`config.mk`:
```
export PLATFORM = sky130hd
export DESIGN_NAME = rr_arb8_ctrl
export DESIGN_NICKNAME = d
export VERILOG_FILES = /design/src/rtl/rr_arb_pkg.sv /design/src/rtl/rr_pick8.sv /design/src/rtl/rr_arb8_ctrl.sv
export SDC_FILE = /design/constraint.sdc
export NUM_CORES = 1
export LEC_CHECK = 0
export CORE_UTILIZATION = 47
export DETAILED_ROUTE_END_ITERATION = 6
export PLACE_DENSITY = 0.91
export SLEW_MARGIN = 25
export SYNTH_ARGS = -nofsm -noshare
export SYNTH_HDL_FRONTEND = slang
export SYNTH_SLANG_ARGS = --single-unit
```
`constraint.sdc`:
```
create_clock -name clk -period 4.3 [get_ports clk]
set_input_delay 0.43 -clock clk [delete_from_list [all_inputs] [get_ports clk]]
set_output_delay 0.43 -clock clk [all_outputs]
set_load 0.005 [all_outputs]
```
`src/rtl/rr_arb_pkg.sv`:
```
// Shared constants, FSM state type and grant helper for the 8-lane round-robin arbiter.
package rr_arb_pkg;

  localparam int N_LANES         = 8;
  localparam int SEL_W           = 3;
  localparam int TIMEOUT_DEFAULT = 15;

  typedef enum logic [0:0] {
    IDLE = 1'b0,
    BUSY = 1'b1
  } state_e;

  function automatic logic [N_LANES-1:0] onehot8(input logic [SEL_W-1:0] idx);
    onehot8 = {{(N_LANES-1){1'b0}}, 1'b1} << idx;
  endfunction

endpackage

```
`src/rtl/rr_pick8.sv`:
```
// Combinational rotating-priority encoder: first set request after lane 'last', wrapping.
module rr_pick8
  import rr_arb_pkg::*;
(
  input  logic [N_LANES-1:0] req,
  input  logic [SEL_W-1:0]   last,
  output logic [SEL_W-1:0]   pick,
  output logic               any
);

  logic [SEL_W-1:0] idx_s;

  // Scan last+1 .. last+8 (mod 8); 3-bit addition provides the wrap.
  always_comb begin
    pick  = 3'd0;
    any   = 1'b0;
    idx_s = 3'd0;
    for (int i = 1; i <= N_LANES; i++) begin
      idx_s = last + 3'(i);
      if (!any && req[idx_s]) begin
        pick = idx_s;
        any  = 1'b1;
      end else begin
        pick = pick;
      end
    end
  end

endmodule

```
`src/rtl/rr_arb8_ctrl.sv`:
```
// Round-robin arbiter/sequencer for the shared 8-lane select datapath.
// Optional stall timeout with item drop enabled by defining RR_ARB_TIMEOUT_EN.
module rr_arb8_ctrl
  import rr_arb_pkg::*;
#(
  parameter int W       = 4,
  parameter int TIMEOUT = TIMEOUT_DEFAULT
) (
  input  logic                 clk,
  input  logic                 rst_n,
  input  logic [N_LANES-1:0]   req,
  input  logic [N_LANES*W-1:0] din,
  output logic [SEL_W-1:0]     s,
  output logic [N_LANES-1:0]   gnt,
  output logic [W-1:0]         y,
  output logic                 y_valid,
  input  logic                 y_ready,
  output logic [N_LANES-1:0]   ack,
  output logic                 err
);

  state_e               state_q, state_d;
  logic [SEL_W-1:0]     s_q, s_d;
  logic [SEL_W-1:0]     last_q, last_d;
  logic [N_LANES-1:0]   gnt_q, gnt_d;
  logic [W-1:0]         y_q, y_d;
  logic                 y_valid_q, y_valid_d;
  logic [SEL_W-1:0]     pick_s;
  logic                 any_s;
  logic                 done_s;
  logic                 timeout_s;

  rr_pick8 u_pick (
    .req  (req),
    .last (last_q),
    .pick (pick_s),
    .any  (any_s)
  );

  assign done_s = y_valid_q & y_ready;

`ifdef RR_ARB_TIMEOUT_EN
  localparam logic [3:0] WAIT_LAST = 4'(TIMEOUT - 1);

  logic [3:0] wait_q, wait_d;

  // Stall counter: held at zero while idle so every grant starts from zero.
  always_comb begin
    wait_d = wait_q;
    if (state_q == IDLE) begin
      wait_d = 4'd0;
    end else if (y_valid_q & ~y_ready) begin
      wait_d = wait_q + 4'd1;
    end else begin
      wait_d = wait_q;
    end
  end

  // Drop fires in the cycle whose edge would bring the count to TIMEOUT.
  assign timeout_s = (state_q == BUSY) & y_valid_q & ~y_ready & (wait_q == WAIT_LAST);

  // Stall counter register.
  always_ff @(posedge clk or negedge rst_n) begin
    if (!rst_n) begin
      wait_q <= 4'd0;
    end else begin
      wait_q <= wait_d;
    end
  end
`else
  assign timeout_s = 1'b0;
`endif

  // Next-state logic: grant in IDLE, hold the latched item in BUSY until done or drop.
  always_comb begin
    state_d   = state_q;
    s_d       = s_q;
    last_d    = last_q;
    gnt_d     = gnt_q;
    y_d       = y_q;
    y_valid_d = y_valid_q;
    case (state_q)
      IDLE: begin
        if (any_s) begin
          s_d       = pick_s;
          gnt_d     = onehot8(pick_s);
          y_d       = din[W*int'(pick_s) +: W];
          y_valid_d = 1'b1;
          state_d   = BUSY;
        end else begin
          state_d = IDLE;
        end
      end
      BUSY: begin
        if (done_s | timeout_s) begin
          last_d    = s_q;
          gnt_d     = {N_LANES{1'b0}};
          y_valid_d = 1'b0;
          state_d   = IDLE;
        end else begin
          state_d = BUSY;
        end
      end
      default: begin
        state_d = IDLE;
      end
    endcase
  end

  // State and capture registers; last starts at 7 so lane 0 wins first.
  always_ff @(posedge clk or negedge rst_n) begin
    if (!rst_n) begin
      state_q   <= IDLE;
      s_q       <= 3'd0;
      last_q    <= 3'd7;
      gnt_q     <= 8'd0;
      y_q       <= '0;
      y_valid_q <= 1'b0;
    end else begin
      state_q   <= state_d;
      s_q       <= s_d;
      last_q    <= last_d;
      gnt_q     <= gnt_d;
      y_q       <= y_d;
      y_valid_q <= y_valid_d;
    end
  end

  assign s       = s_q;
  assign gnt     = gnt_q;
  assign y       = y_q;
  assign y_valid = y_valid_q;
  assign ack     = gnt_q & {N_LANES{done_s | timeout_s}};
  assign err     = timeout_s;

endmodule

```
==> impl_metrics.env, run 1 <==
export IMPL_synth_simple_gate_area_share_pct=17.4
export IMPL_vias=2137
export IMPL_setup_viol=0
export IMPL_cts_resized=0
export IMPL_synth_fa_ha_area_share_pct=1.16
export IMPL_synth_cell_types=58
export IMPL_ys_warn_count=0
export IMPL_post_layout_nonfiller_instances=323
export IMPL_fin_crit_sh_pct=94.9
export IMPL_status="completed"
export IMPL_cts_buffer_depth=2
export IMPL_synth_edff_count=0
export IMPL_synthMuxAreaShare_pct=34.3
export IMPL_drt_iter0_drc=221
export IMPL_cp_start_kind="register"
export IMPL_drive_gt1_share_pct=17.7
export IMPL_maxCapViolations=0
export IMPL_antenna_found_initial=0
export IMPL_final_common_cell="clkdlybuf4s50_1"
export IMPL_synth_top_family_by_area="multiplexers"
export IMPL_dieArea_um2=4860
export IMPL_dieHeight_um=69.7
export IMPL_placementRows=24
export IMPL_holdWs_ns=0.0936
export IMPL_io_buffer_count=66
export IMPL_ys_ff_latch=20
export IMPL_drt_vias_per_instance=6.62
export IMPL_post_route_min_period_ns=4.08
export IMPL_yosysSeqAreaShare_pct=23.4
export IMPL_clock_sinks=20
export IMPL_ant_nets=0
export IMPL_placed_cells=318
export IMPL_synth_xor_area_share_pct=1.22
export IMPL_track_usage_pct=26.2
export IMPL_grt_pass1_wl_mm=10.3
export IMPL_avgSynthCellArea_um2=10.3
export IMPL_dp_slack_ns=0.360
export IMPL_drc_errors=0
export IMPL_grt_pass1_vias=2064
export IMPL_worstPathRequired_ns=4.46
export IMPL_layout_setup_ws_ns=0.218
export IMPL_dpl_hpwl_mm=4.58
export IMPL_gp_congestion=0.946
export IMPL_total_power_w=0.00274
export IMPL_synth_compound_area_share_pct=17.1
export IMPL_multi_input_area_um2=1550
export IMPL_slew_limit_headroom_pct=62.1
export IMPL_critical_path_class="reg -> reg"
export IMPL_syn_area_um2=2160
export IMPL_finClkSkew_ns=0.00704
export IMPL_p_per_area_nw_per_um2=942
export IMPL_tns_ns=0
export IMPL_final_cell_mix="65 x clkdlybuf4s50_1, 23 x mux2i_1, 17 x dfrtp_1"
export IMPL_seqCellArea_um2=504
export IMPL_drt_wl_total_mm=6.14
export IMPL_die_x_um=69.7
export IMPL_synth_cells=210
export IMPL_clk_pin_slew_worst_paths_ns=0.08
export IMPL_min_delay_path_class="in -> async"
export IMPL_vdd_drop_max_v=0.000821
export IMPL_synthToLayoutAreaGrowth_pct=34.7
export IMPL_rsz0062_at_grt="no"
export IMPL_nFillCells=316
export IMPL_grt_start_max_net_pins=21
export IMPL_crit_arrival_ns=4.24
export IMPL_max_freq_mhz=245
export IMPL_critPathMaxFanout=20
export IMPL_drtPass1Iterations=6
export IMPL_tightest_slew_ns=0.553
export IMPL_nets=317
export IMPL_syn_nets=255
export IMPL_cts_root_buf="clkbuf_8"
export IMPL_start_util_pct=49.2
export IMPL_synth_main_ff_cell="dfrtp_1"
export IMPL_grt_ovfl_total=0
export IMPL_drt_wirelength_per_cell_um=19.0
export IMPL_maxSlewViolCount=0
export IMPL_diodes=0
export IMPL_pin_count=68
export IMPL_htreeDepth=1
export IMPL_core_um2=4380
export IMPL_finalHoldViolations=0
export IMPL_cts_tree="built"
export IMPL_cp_end_kind="register"
export IMPL_cts_buffers=3
export IMPL_p_leak_nw=1.23
export IMPL_ff2ff_setup_slack_ns=0.22
export IMPL_ys_async_sr_fraction_pct=100
export IMPL_clkLatencyLatePin_ns=0.27
-- final cells by class --
cell class                      instances  share of cell area [%]
Multi-Input combinational cell        168                    53.2
Timing Repair Buffer                   70                    23.6
Sequential cell                        20                    17.4
Tap cell                               52                    2.24
Clock buffer                            3                    1.42
Inverter                                9                    1.16
Clock inverter                          1                    1.03
-- cell usage after synthesis, types with 3 or more instances --
master	instances	share of area (%)
a21oi_1	4	0.93
a22o_1	5	2.0
a22oi_1	5	1.7
a32o_1	4	1.9
a41o_1	4	1.9
and3_1	11	3.2
buf_2	4	0.93
buf_6	3	1.6
clkbuf_1	5	0.87
dfrtp_1	17	20
dfstp_2	3	3.7
inv_1	6	1.0
inv_2	3	0.52
mux2_2	7	3.7
mux2i_1	23	11
mux4_1	3	3.7
mux4_2	13	14
nand2_1	12	2.1
nand3_1	13	3.0
nor2_1	9	1.6
nor2b_1	4	1.2
nor4_1	3	0.87
-- per-stage QoR --
stage                     instance area (µm²)  util [%]
after floorplan                          2160         -
after global placement                   2830      64.6
after detailed placement                 2830      64.6
after CTS                                2900      66.2
after global routing                     2910      66.3
final                                    2910      66.3
-- logic make-up after synthesis --
logic type	after synthesis
mux	50
compound gates	45
buf+inv	22
flops	20
xor+xnor	3
other cells	1
fa+ha+maj	2
simple gates	67
-- report_power, final --
part	internal, W	switching, W	leakage (nW)
Sequential	0.000280	0.000137	0.246
Combinational	0.00101	0.00112	0.948
Clock	0.000124	0.0000691	0.0357
Total	0.00141	0.00132	1.23
-- registers in the layout (all words and copies together) (netlist names) --
register  cells
y_valid       1
last_q        3
s             3
y             4
state_q       1
gnt           8
-- critical path, cell delays in order (launching register included) --
cell and delay [ns]:
dfstp_2 0.74, inv_2 0.17, ha_1 0.55, mux2_1 0.39
and4_1 0.20, nor4_1 0.49, o21ai_0 0.22, o2bb2ai_2 0.19
buf_4 0.32, mux2i_1 0.28, a22oi_1 0.14, a41o_1 0.27
-- final timing paths --
path | end | cells after the start | start
setup reg to reg | y[2] | 11 | last_q[0]
min in group clk | s[2] | 2 | s[2]
hold reg to reg | s[2] | 2 | s[2]
max in group asynchronous | last_q[0] | 1 | rst_n
setup / recovery | y[2] | 11 | last_q[0]
hold / removal | gnt[4] | 1 | rst_n
-- routing by layer --
layer  part of all wire (%)  GRT usage, %  vias up
met1                     40          35.5     1026
met5                      0             0        -
met4                    2.5          7.56        0
met3                    6.4          2.91       22
li1                       -             -      957
met2                     51          44.3      132
-- what timing repair did --
| action | in CTS | in global routing |
|---|---|---|
| endpoints found under the setup margin | 0 | 4 |
| hold buffers | 0 | 0 |
| hold endpoints to repair | 0 | 0 |
| setup buffers | 0 | 1 |
Power figures use the tool's default switching activity.
==> run 2: changes to the inputs <==
- CELL_PAD_IN_SITES_DETAIL_PLACEMENT: unset -> 1
- CELL_PAD_IN_SITES_GLOBAL_PLACEMENT: unset -> 1
- CORE_UTILIZATION: 47 -> 36
- PLACE_DENSITY: 0.91 -> 0.88
- RECOVER_POWER: unset -> 25
==> run 2 against run 1 <==
  * Count of clock-buffer cells in the layout increased by 1
  * First-iteration DRC count decreased by 44%
  * Wire length increased by 8.3%
  * Fmax increased by 5.3%
  * Sequential share of layout area decreased by 0.33 points
  * Critical endpoint unchanged
==> impl_metrics.env, run 2 (synthesis gave the netlist of run 1 again) <==
export IMPL_status="completed"
export IMPL_clk_pin_slew_worst_paths_ns=0.07
export IMPL_finalHoldViolations=0
export IMPL_final_common_cell="clkdlybuf4s50_1"
export IMPL_cts_tree="built"
export IMPL_htreeDepth=1
export IMPL_p_leak_nw=1.25
export IMPL_io_buffer_count=66
export IMPL_grt_pass1_vias=2106
export IMPL_tns_ns=0
export IMPL_post_route_min_period_ns=3.88
export IMPL_track_usage_pct=22.3
export IMPL_critical_path_class="reg -> reg"
export IMPL_drtPass1Iterations=4
export IMPL_critPathMaxFanout=20
export IMPL_clkPwrFrac_pct=5.2
export IMPL_timing_rr_start="last_q[1]"
export IMPL_max_freq_mhz=258
export IMPL_p_comb_share_pct=80.9
export IMPL_cts_resized=0
export IMPL_dieArea_um2=6310
export IMPL_post_layout_nonfiller_instances=347
export IMPL_fin_crit_sh_pct=90.1
export IMPL_p_per_area_nw_per_um2=925
export IMPL_dieHeight_um=79.4
export IMPL_startpoint="last_q[1]"
export IMPL_grt_ovfl_total=0
export IMPL_largest_reg_flops=8
export IMPL_min_from="gnt[3]"
export IMPL_switchingPower_w=0.00134
export IMPL_drt_iter0_drc=124
export IMPL_drt_wirelength_per_cell_um=19.2
export IMPL_tightest_slew_ns=0.908
export IMPL_cp_end_kind="register"
export IMPL_slew_limit_headroom_pct=39.3
export IMPL_postCtsHoldBufs=0
export IMPL_start_util_pct=38.2
export IMPL_intPower_w=0.00140
export IMPL_vias=2088
export IMPL_wl_met3_um=284
export IMPL_setup_viol=0
export IMPL_die_x_um=79.4
export IMPL_finClkSkew_ns=0.00261
export IMPL_diodes=0
export IMPL_crit_slowest_cell="o2bb2ai_4"
export IMPL_rsz0062_at_grt="no"
export IMPL_placed_cells=343
export IMPL_worstPathRequired_ns=4.45
export IMPL_clock_sinks=20
export IMPL_cts_root_buf="clkbuf_8"
export IMPL_final_cell_mix="65 x clkdlybuf4s50_1, 23 x mux2i_1, 17 x dfrtp_1"
export IMPL_maxSlewViolCount=0
export IMPL_ant_nets=0
export IMPL_drt_vias_per_instance=6.02
export IMPL_core_um2=5640
export IMPL_grt_start_max_net_pins=22
export IMPL_cp_start_kind="register"
export IMPL_gp_congestion=0.882
export IMPL_vdd_drop_max_v=0.000432
export IMPL_wl_met1_mm=3.02
export IMPL_pwr_share_seq_pct=13.9
export IMPL_drt_wl_total_mm=6.65
export IMPL_routed_top_layer="met4"
export IMPL_nets=321
export IMPL_drc_errors=0
export IMPL_dpl_hpwl_mm=5.20
export IMPL_crit_arrival_ns=4.03
export IMPL_worstPathCellList="inv_1 > ha_1 > mux2_1 > and4_1 > nor4_1 > o21ai_0 > o2bb2ai_4 > mux2i_1 > a22oi_1 > a41o_1"
export IMPL_swShare_pct=49.0
export IMPL_antenna_found_initial=0
export IMPL_placementRows=27
export IMPL_cts_buffers=3
export IMPL_clkLatencyLatePin_ns=0.26
export IMPL_drive_gt1_share_pct=18.5
export IMPL_grt_pass1_wl_mm=11.0
export IMPL_pin_count=68
export IMPL_holdWs_ns=0.522
export IMPL_wl_met2_mm=3.28
export IMPL_min_delay_path_class="reg -> reg"
export IMPL_cpPeakStageDelay_ns=0.63
export IMPL_synthToLayoutAreaGrowth_pct=37.3
export IMPL_cts_buffer_depth=2
export IMPL_cts_setup_buffers=0
export IMPL_maxCapViolations=0
run 2: worst max-delay path: cells and delay by family, from the launching register on:
family,cells,cell delay (ns)
buffers and inverters,1,0.11
muxes,2,0.66
DFF,1,0.54
adders and majority gates,1,0.51
AOI/OAI and AO/OA,4,1.30
and+or+nand+nor,2,0.65
run 2: final timing paths:
| kind | slack [ns] | end | cells past startpoint |
|---|---|---|---|
| setup reg to reg | 0.42 | y[2] | 10 |
| hold reg to reg | 0.52 | gnt[3] | 1 |
| max in group asynchronous | 3.00 | gnt[0] | 1 |
| setup / recovery | 0.42 | y[2] | 10 |
| min in group asynchronous | 0.75 | gnt[3] | 1 |
| hold / removal | 0.52 | gnt[3] | 1 |
run 2: area by class of cell:
class	count	area [µm²]
fill	617	2680
multi-input combinational	168	1560
timing repair buffer	74	721
sequential	20	504
tap	72	90.1
clock buffer	4	55.1
inverter	9	33.8
run 2: metal layers:
metal,vias up,track usage [%]
met3,8,2.63
met2,62,36.9
li1,972,-
met5,-,0
met1,1046,31.6
met4,0,4.00
run 2: stage by stage:
step	util, %	area, µm²	total power [W]	setup slack (ns)
after detailed placement	51.5	2910	0.00258	0.467
final	52.5	2960	0.00274	0.424
after floorplan	-	2160	0.00199	0.528
after global placement	51.3	2890	0.00249	0.300
after CTS	52.5	2960	0.00275	0.457
after global routing	52.5	2960	0.00296	0.246
run 2: power groups by stage:
stage                     clock [W]  sequential, W  combinational, W
after floorplan                   0       0.000341           0.00165
after global placement            0       0.000376           0.00212
after detailed placement          0       0.000382           0.00220
after CTS                  0.000147       0.000382           0.00222
after global routing       0.000154       0.000395           0.00241
final                      0.000143       0.000381           0.00222
==> run 3: changes to the inputs <==
- CTS_CLUSTER_SIZE: unset -> 16
==> results of run 3 <==
No change in the layout: final DEF, timing and power equal those of run 2.
